==> config.mk <==
export PLATFORM = sky130hd
export DESIGN_NAME = hd44780_responder
export DESIGN_NICKNAME = d
export VERILOG_FILES = /design/src/rtl/hd44780_pkg.sv /design/src/rtl/lcd_bus_sync.sv /design/src/rtl/hd44780_responder.sv
export SDC_FILE = /design/constraint.sdc
export NUM_CORES = 2
export LEC_CHECK = 0
export BUFFER_PORTS_ARGS = -buffer_cell sky130_fd_sc_hd__buf_2
export CAP_MARGIN = 10
export CORE_MARGIN = 10
export CORE_UTILIZATION = 28
export CTS_CLUSTER_DIAMETER = 100
export DETAILED_ROUTE_END_ITERATION = 8
export SLEW_MARGIN = 20
export SYNTH_ARGS = -nofsm -noshare
export SYNTH_HDL_FRONTEND = slang
export SYNTH_SLANG_ARGS = --single-unit
export TNS_END_PERCENT = 10
==> constraint.sdc <==
create_clock -name sys_clk -period 3.4 [get_ports sys_clk]
set_clock_uncertainty 0.1 [all_clocks]
set_input_delay 0.51 -clock sys_clk [delete_from_list [all_inputs] [get_ports sys_clk]]
set_output_delay 0.51 -clock sys_clk [all_outputs]
set_load 0.02 [all_outputs]
==> src/rtl/hd44780_pkg.sv <==
`default_nettype none
// ============================================================================
// Module      : hd44780_pkg
// Description : Shared types and constants for the HD44780 bus responder:
//               nibble-phase mode encoding, instruction opcodes/masks,
//               DDRAM geometry and the address-counter step helper.
// Revision    : 1.0 - initial release
// ============================================================================
package hd44780_pkg;

  // Byte-assembly phase. ST_HI/ST_LO are the two halves of a 4-bit transfer.
  typedef enum logic [1:0] {
    ST_8BIT = 2'd0,
    ST_HI   = 2'd1,
    ST_LO   = 2'd2
  } mode_t;

  localparam logic [7:0] CMD_CLEAR      = 8'h01;
  localparam logic [7:0] CMD_HOME_MASK  = 8'hFE;
  localparam logic [7:0] CMD_HOME       = 8'h02;
  localparam logic [7:0] CMD_ENTRY_MASK = 8'hFC;
  localparam logic [7:0] CMD_ENTRY      = 8'h04;
  localparam logic [7:0] CMD_FUNC_MASK  = 8'hE0;
  localparam logic [7:0] CMD_FUNC       = 8'h20;
  localparam logic [7:0] CMD_DDRAM_MASK = 8'h80;
  localparam logic [7:0] CMD_DDRAM      = 8'h80;

  localparam int         DDRAM_DEPTH    = 128;
  localparam logic [7:0] BLANK_CHAR     = 8'h20;

  // Address counter moves by one with natural 7-bit wrap in both directions.
  function automatic logic [6:0] ac_step(input logic [6:0] ac_in, input logic inc);
    return inc ? (ac_in + 7'd1) : (ac_in - 7'd1);
  endfunction

endpackage
`default_nettype wire

==> src/rtl/lcd_bus_sync.sv <==
`default_nettype none
// ============================================================================
// Module      : lcd_bus_sync
// Description : Synchronizes the asynchronous E/RS/RW/DB[7:4] bus into
//               sys_clk and generates E edge pulses. The falling-edge pulse
//               is registered together with the RS/RW/DB values seen at the
//               edge so the consumer gets one coherent bus event.
// Revision    : 1.0 - initial release
// Ports       : sys_clk, sys_rst_n   clock, async active-low reset
//               lcd_e/rs/rw/d        raw bus inputs
//               e_sync/rs_sync/rw_sync synchronized levels
//               e_rise               combinational, first cycle of synced E high
//               e_fall               registered, one cycle after synced E drops
//               fall_rs/rw/d         bus fields captured with e_fall
// ============================================================================
module lcd_bus_sync #(
  parameter int SYNC_STAGES = 2
) (
  input  logic       sys_clk,
  input  logic       sys_rst_n,
  input  logic       lcd_e,
  input  logic       lcd_rs,
  input  logic       lcd_rw,
  input  logic [3:0] lcd_d,
  output logic       e_sync,
  output logic       rs_sync,
  output logic       rw_sync,
  output logic       e_rise,
  output logic       e_fall,
  output logic       fall_rs,
  output logic       fall_rw,
  output logic [3:0] fall_d
);

  // Packed chain: element 0 is the first flop, SYNC_STAGES-1 the output.
  logic [SYNC_STAGES-1:0][6:0] r_stage;
  logic                        r_e_prev;
  logic [3:0]                  w_d_sync;

  always_ff @(posedge sys_clk or negedge sys_rst_n) begin
    if (!sys_rst_n) begin
      r_stage <= '0;
    end else begin
      r_stage <= {r_stage[SYNC_STAGES-2:0], {lcd_e, lcd_rs, lcd_rw, lcd_d}};
    end
  end

  assign {e_sync, rs_sync, rw_sync, w_d_sync} = r_stage[SYNC_STAGES-1];
  assign e_rise = e_sync & ~r_e_prev;

  always_ff @(posedge sys_clk or negedge sys_rst_n) begin
    if (!sys_rst_n) begin
      r_e_prev <= 1'b0;
      e_fall   <= 1'b0;
      fall_rs  <= 1'b0;
      fall_rw  <= 1'b0;
      fall_d   <= 4'h0;
    end else begin
      r_e_prev <= e_sync;
      e_fall   <= ~e_sync & r_e_prev;
      fall_rs  <= rs_sync;
      fall_rw  <= rw_sync;
      fall_d   <= w_d_sync;
    end
  end

endmodule
`default_nettype wire

==> src/rtl/hd44780_responder.sv <==
`default_nettype none
// ============================================================================
// Module      : hd44780_responder
// Description : Device-side model of an SC1602/HD44780 display. Assembles
//               bus writes in 8-bit or 4-bit mode, executes the core command
//               set against a 128-byte DDRAM, models the busy timer and flags
//               writes that land while busy.
// Build macro : HD44780_RSP_READ_EN - when defined, busy-flag/address and
//               DDRAM reads are driven onto lcd_d_out; otherwise the read
//               port is tied off and RW=1 pulses are ignored.
// Revision    : 1.0 - initial release
// Ports       : sys_clk, sys_rst_n      clock, async active-low reset
//               lcd_e/rs/rw/d_in       display bus (async to sys_clk)
//               lcd_d_out, lcd_d_oe    DB[7:4] read drive
//               cmd_valid/rs/byte      strobe per assembled write byte
//               busy, ac, err_busy     status
//               disp_addr, disp_data   read-only DDRAM scan port (1-cycle)
// ============================================================================
module hd44780_responder
  import hd44780_pkg::*;
#(
  parameter int SYNC_STAGES  = 2,
  parameter int BUSY_CYCLES  = 1000,
  parameter int CLEAR_CYCLES = 41000
) (
  input  logic       sys_clk,
  input  logic       sys_rst_n,
  input  logic       lcd_e,
  input  logic       lcd_rs,
  input  logic       lcd_rw,
  input  logic [3:0] lcd_d_in,
  output logic [3:0] lcd_d_out,
  output logic       lcd_d_oe,
  output logic       cmd_valid,
  output logic       cmd_rs,
  output logic [7:0] cmd_byte,
  output logic       busy,
  output logic [6:0] ac,
  output logic       err_busy,
  input  logic [6:0] disp_addr,
  output logic [7:0] disp_data
);

  localparam int CNT_MAX = (CLEAR_CYCLES > BUSY_CYCLES) ? CLEAR_CYCLES : BUSY_CYCLES;
  localparam int CNT_W   = $clog2(CNT_MAX + 1);
  localparam logic [CNT_W-1:0] c_busy_load  = CNT_W'(BUSY_CYCLES);
  localparam logic [CNT_W-1:0] c_clear_load = CNT_W'(CLEAR_CYCLES);

  logic       w_e_sync, w_rs_sync, w_rw_sync, w_e_rise;
  logic       w_fall, w_fall_rs, w_fall_rw;
  logic [3:0] w_fall_d;

  mode_t             r_mode, w_mode_next;
  logic [3:0]        r_hi_nib;
  logic [6:0]        r_ac;
  logic              r_id;
  logic [CNT_W-1:0]  r_busy_cnt;
  logic              r_sweep_act;
  logic [6:0]        r_sweep_addr;
  logic [7:0]        r_ddram [DDRAM_DEPTH];

  logic              w_byte_done, w_read_done, w_exec, w_blocked;
  logic [7:0]        w_byte;

  lcd_bus_sync #(.SYNC_STAGES(SYNC_STAGES)) u_sync (
    .sys_clk   (sys_clk),
    .sys_rst_n (sys_rst_n),
    .lcd_e     (lcd_e),
    .lcd_rs    (lcd_rs),
    .lcd_rw    (lcd_rw),
    .lcd_d     (lcd_d_in),
    .e_sync    (w_e_sync),
    .rs_sync   (w_rs_sync),
    .rw_sync   (w_rw_sync),
    .e_rise    (w_e_rise),
    .e_fall    (w_fall),
    .fall_rs   (w_fall_rs),
    .fall_rw   (w_fall_rw),
    .fall_d    (w_fall_d)
  );

  assign busy = (r_busy_cnt != '0);
  assign ac   = r_ac;
  // The decision is made the cycle before execution; a count of 1 means busy
  // drops on the very edge this byte executes, so it is accepted.
  assign w_blocked = (r_busy_cnt > CNT_W'(1));

  always_ff @(posedge sys_clk or negedge sys_rst_n) begin
    if (!sys_rst_n) r_mode <= ST_8BIT;
    else            r_mode <= w_mode_next;
  end

  always_comb begin
    w_mode_next = r_mode;
    w_byte_done = 1'b0;
    w_read_done = 1'b0;
    w_byte      = {w_fall_d, 4'h0};
    if (w_fall && !w_fall_rw) begin
      case (r_mode)
        ST_8BIT: w_byte_done = 1'b1;
        ST_HI:   w_mode_next = ST_LO;
        default: begin
          w_byte      = {r_hi_nib, w_fall_d};
          w_byte_done = 1'b1;
          w_mode_next = ST_HI;
        end
      endcase
    end
`ifdef HD44780_RSP_READ_EN
    else if (w_fall && w_fall_rw) begin
      case (r_mode)
        ST_8BIT: w_read_done = 1'b1;
        ST_HI:   w_mode_next = ST_LO;
        default: begin
          w_read_done = 1'b1;
          w_mode_next = ST_HI;
        end
      endcase
    end
`endif
    w_exec = w_byte_done && !w_blocked;
    // Function set re-selects the interface width once it actually executes.
    if (w_exec && !w_fall_rs && ((w_byte & CMD_FUNC_MASK) == CMD_FUNC)) begin
      w_mode_next = w_byte[4] ? ST_8BIT : ST_HI;
    end
  end

  always_ff @(posedge sys_clk or negedge sys_rst_n) begin
    if (!sys_rst_n) begin
      r_hi_nib     <= 4'h0;
      cmd_valid    <= 1'b0;
      cmd_rs       <= 1'b0;
      cmd_byte     <= 8'h00;
      err_busy     <= 1'b0;
      r_ac         <= 7'h00;
      r_id         <= 1'b1;
      r_busy_cnt   <= '0;
      r_sweep_act  <= 1'b0;
      r_sweep_addr <= 7'h00;
    end else begin
      cmd_valid <= w_byte_done;
      if (w_byte_done) begin
        cmd_rs   <= w_fall_rs;
        cmd_byte <= w_byte;
        if (w_blocked) err_busy <= 1'b1;
      end
      if (w_fall && !w_fall_rw && (r_mode == ST_HI)) r_hi_nib <= w_fall_d;

      if (busy) r_busy_cnt <= r_busy_cnt - CNT_W'(1);
      if (r_sweep_act) begin
        r_sweep_addr <= r_sweep_addr + 7'd1;
        if (r_sweep_addr == 7'(DDRAM_DEPTH - 1)) r_sweep_act <= 1'b0;
      end

      // Later assignments override the countdown/sweep updates above.
      if (w_exec) begin
        if (w_fall_rs) begin
          r_ac       <= ac_step(r_ac, r_id);
          r_busy_cnt <= c_busy_load;
        end else if ((w_byte & CMD_DDRAM_MASK) == CMD_DDRAM) begin
          r_ac       <= w_byte[6:0];
          r_busy_cnt <= c_busy_load;
        end else if (w_byte == CMD_CLEAR) begin
          r_ac         <= 7'h00;
          r_id         <= 1'b1;
          r_busy_cnt   <= c_clear_load;
          r_sweep_act  <= 1'b1;
          r_sweep_addr <= 7'h00;
        end else if ((w_byte & CMD_HOME_MASK) == CMD_HOME) begin
          r_ac       <= 7'h00;
          r_busy_cnt <= c_clear_load;
        end else if ((w_byte & CMD_ENTRY_MASK) == CMD_ENTRY) begin
          r_id       <= w_byte[1];
          r_busy_cnt <= c_busy_load;
        end else begin
          r_busy_cnt <= c_busy_load;
        end
      end else if (w_read_done && w_fall_rs) begin
        r_ac <= ac_step(r_ac, r_id);
      end
    end
  end

  // DDRAM contents survive reset; a host write wins over a coincident sweep.
  always_ff @(posedge sys_clk) begin
    if (r_sweep_act) r_ddram[r_sweep_addr] <= BLANK_CHAR;
    if (w_exec && w_fall_rs) r_ddram[r_ac] <= w_byte;
  end

  always_ff @(posedge sys_clk or negedge sys_rst_n) begin
    if (!sys_rst_n) disp_data <= 8'h00;
    else            disp_data <= r_ddram[disp_addr];
  end

`ifdef HD44780_RSP_READ_EN
  logic [7:0] w_rd_byte;
  logic       w_rd_active;
  logic       w_unused;

  assign w_rd_byte   = w_rs_sync ? r_ddram[r_ac] : {busy, r_ac};
  assign w_rd_active = w_e_sync & w_rw_sync;
  assign w_unused    = w_e_rise;

  // Low nibble only on the second half of a 4-bit read.
  always_ff @(posedge sys_clk or negedge sys_rst_n) begin
    if (!sys_rst_n) begin
      lcd_d_oe  <= 1'b0;
      lcd_d_out <= 4'h0;
    end else begin
      lcd_d_oe  <= w_rd_active;
      lcd_d_out <= !w_rd_active       ? 4'h0 :
                   (r_mode == ST_LO)  ? w_rd_byte[3:0] : w_rd_byte[7:4];
    end
  end
`else
  logic w_unused;
  assign w_unused  = &{1'b0, w_e_rise, w_e_sync, w_rs_sync, w_rw_sync};
  assign lcd_d_oe  = 1'b0;
  assign lcd_d_out = 4'h0;
`endif

endmodule
`default_nettype wire

==> impl_metrics.csv <==
group,metric,value,unit
sta,rsz0062_at_grt,"false",
sta,period_share,0.948,
critical_path,reg2regPathDepth,6,
clocking,htree_levels,3,
clocking,cts_tree,"yes",
grt,grt_max_degree,78,
sta,fin_tns_setup,0,ps
critical_path,r2r-end,"r_ddram[6][0]",
detailed_routing,drt_pass1_iterations,8,
detailed_routing,drtAntennaViolNets,0,
detailed_routing,wl_per_cell,22.4,µm
cells_and_area,fin_nets,4210,
critical_path,arrival,3450,ps
clocking,cts_sinks,1103,
clocking,path_clk_slew,60,ps
synth,synth_area_leaders,"edfxtp_1 (62%), mux2i_1 (10%), nor2_1 (7.2%)",
sta,drv_slew,0,
power,p_per_area,499,nW/µm²
min_path,hold_end,"u_sync.fall_d[1]",
synth,synth_seq_area_share,0.663,
detailed_routing,first_iter_violations,3772,
synth,ys_types,66,
synth,syn_area,49400,µm²
synth,yosysTopAreaCellShare,0.623,
die,core_area,176000,µm²
clocking,root_buffer,"clkbuf_16",
die,rows,154,
critical_path,crit_fanout,27,
critical_path,end_kind,"flip-flop",
grt,grt_pass1_vias,32800,
place,port_buffers,42,
die,die-area,194000,µm²
clocking,cts_buffers,114,
cells_and_area,final_cell_mix,"edfxtp_1 (1024), nor2_1 (939), mux2i_1 (514)",
critical_path,r2r-start,"r_busy_cnt[4]",
synth,synth_cells,4068,
sta,hold_viol,0,
sta,period_needed,3220,ps
sta,setup_viol,0,
status,status,"complete, no violations",
detailed_routing,drc,0,
grt,grt_overflow,0,
job,cap_viol_max_count,0,
power,ir_drop,0.456,mV
critical_path,crit_type,"reg -> reg",
detailed_routing,wl,149000,µm
synth,synth_warnings,0,
min_path,hold_class,"reg -> reg",
synth,yosys.area.top_type,"edfxtp_1",
power,p_leak,21.2,nW
clocking,ctsLongestPathBuffers,3,
cells_and_area,syn_to_final_growth,17.2,%
critical_path,cp_data_required_time,3630,ps
min_path,min-delay-start,"u_sync.r_stage[8]",
clocking,clock_latency,710,ps
synth,synth_edf_count,1024,
detailed_routing,viasPerCell,5.06,
die,pin_count,48,
synth,ys_ff_latch,1103,
critical_path,rrSetupSlack,180,ps
die,die_width,440,µm
place,place.gp.congestion,0.889,
grt,grt_first_pass_wirelength,217000,µm
synth,synthFlopType,"edfxtp_1",
synth,ys_async_sr_fraction,0.0716,
synth,syn_avg_cell_area,12.1,µm²
place,dp_hpwl,97900,µm
cells_and_area,layout-drive-gt1-share,0.129,
grt,track_usage,0.148,
clocking,ctsResizeCount,0,
detailed_routing,dr_total_vias,33600,
die,start_util,0.281,
cells_and_area,final_common_cell,"edfxtp_1",
die,die_h,440,µm
sta,worst_slew_pin_slew,1130,ps
sta,max_freq,310,MHz
min_path,whs_path_depth,0,
sta,slew_headroom,0.241,
critical_path,start_kind,"flip-flop",
grt,grt_antenna_before_repair,4,
power,totalPowerFinal,0.0289,W
==> synth_stat cells (4+ instances only) <==
cell / count
a211oi_1: 9
a21o_1: 4
a21oi_1: 42
a22oi_1: 224
and4_1: 5
and4b_1: 6
buf_1: 36
buf_2: 17
buf_4: 13
clkbuf_1: 246
dfrtp_1: 78
edfxtp_1: 1024
ha_1: 9
inv_1: 10
mux2_2: 11
mux2i_1: 516
nand2_1: 432
nand2_2: 20
nand2b_1: 18
nand3_1: 170
nand4_1: 38
nor2_1: 943
nor2b_1: 7
nor3_1: 54
nor4_1: 10
nor4_4: 4
nor4b_1: 7
nor4bb_1: 6
o21ai_0: 29
o31ai_1: 4
or4_1: 11
xnor2_1: 12
xor2_1: 6
==> how the worst max path moves through the flow <==
stage	start	endpoint	depth (start not counted)
2_1_floorplan	r_busy_cnt[4]	r_ddram[122][0]	7
3_3_place_gp	disp_addr[2]	disp_data[5]	7
3_5_place_dp	r_busy_cnt[4]	r_ddram[6][3]	6
4_1_cts	r_busy_cnt[4]	busy	5
5_1_grt	r_busy_cnt[4]	r_ddram[6][0]	6
6_report	r_busy_cnt[4]	r_ddram[6][0]	6
==> critical path: stages (launching register included) <==
cell and delay, ps:
dfrtp_1 420, or4_4 580, or3_1 520, nor4_4 360, buf_12 270, nand2_2 160, o21ai_1 410
==> metal layers <==
metal	vias up	global-route usage	part of all wire
met5	-	0	0
met4	0	0.0427	0.029
met3	256	0.0252	0.083
met2	1510	0.245	0.48
met1	16800	0.198	0.41
li1	15000	-	-
==> cell families after synthesis <==
group | synth area share
adders and majority gates | 0.00269
DFF | 0.663
and+or+nand+nor | 0.150
xor gates and xnor gates | 0.00319
buffers and inverters | 0.0259
AOI/OAI and AO/OA | 0.0481
muxes | 0.107
other | 0.0000759
==> area by class of cell <==
cell class | count | area [µm²]
diodes | 1 | 2.50
clock buffers | 141 | 3040
clock inverters | 75 | 654
fillers | 17400 | 118000
inverters | 10 | 37.5
multi-input cells | 2647 | 15700
flip-flops and latches | 1103 | 32700
well taps | 2340 | 2930
repair buffers | 308 | 2840
==> state kept, by name, summed over array words and instances (netlist names), 4 cells and up <==
name / cells
u_sync.r_stage: 11
r_sweep_addr: 7
u_sync.fall_d: 4
cmd_byte: 8
r_ddram: 1024
r_hi_nib: 4
ac: 7
r_busy_cnt: 16
disp_data: 8
==> stage by stage <==
| step | instance area, µm² | setup WS (ps) | util | hold slack [ps] | instances |
|---|---|---|---|---|---|
| after CTS | 57900 | 143 | 0.329 | 245 | 6624 |
| after detailed placement | 54100 | 169 | 0.308 | 236 | 6400 |
| final | 57900 | 176 | 0.329 | 241 | 6625 |
| after floorplan | 49400 | 443 | - | 114 | 4072 |
| after global placement | 54100 | 176 | 0.308 | 233 | 6400 |
| after global routing | 57900 | 12.2 | 0.329 | 255 | 6624 |
==> where the power goes <==
| group | total [W] | internal, W | switching (W) |
|---|---|---|---|
| Clock | 0.0124 | 0.00703 | 0.00539 |
| Sequential | 0.0149 | 0.0147 | 0.000183 |
| Combinational | 0.00155 | 0.000573 | 0.000978 |
| Total | 0.0289 | 0.0223 | 0.00655 |
==> timing repair <==
item / in CTS / in global routing
endpoints found under the hold margin: 69 / 0
endpoints found under the setup margin: 0 / 0
buffers inserted: 0 / 0
hold buffers: 8 / 0
Power figures use the tool's default switching activity.
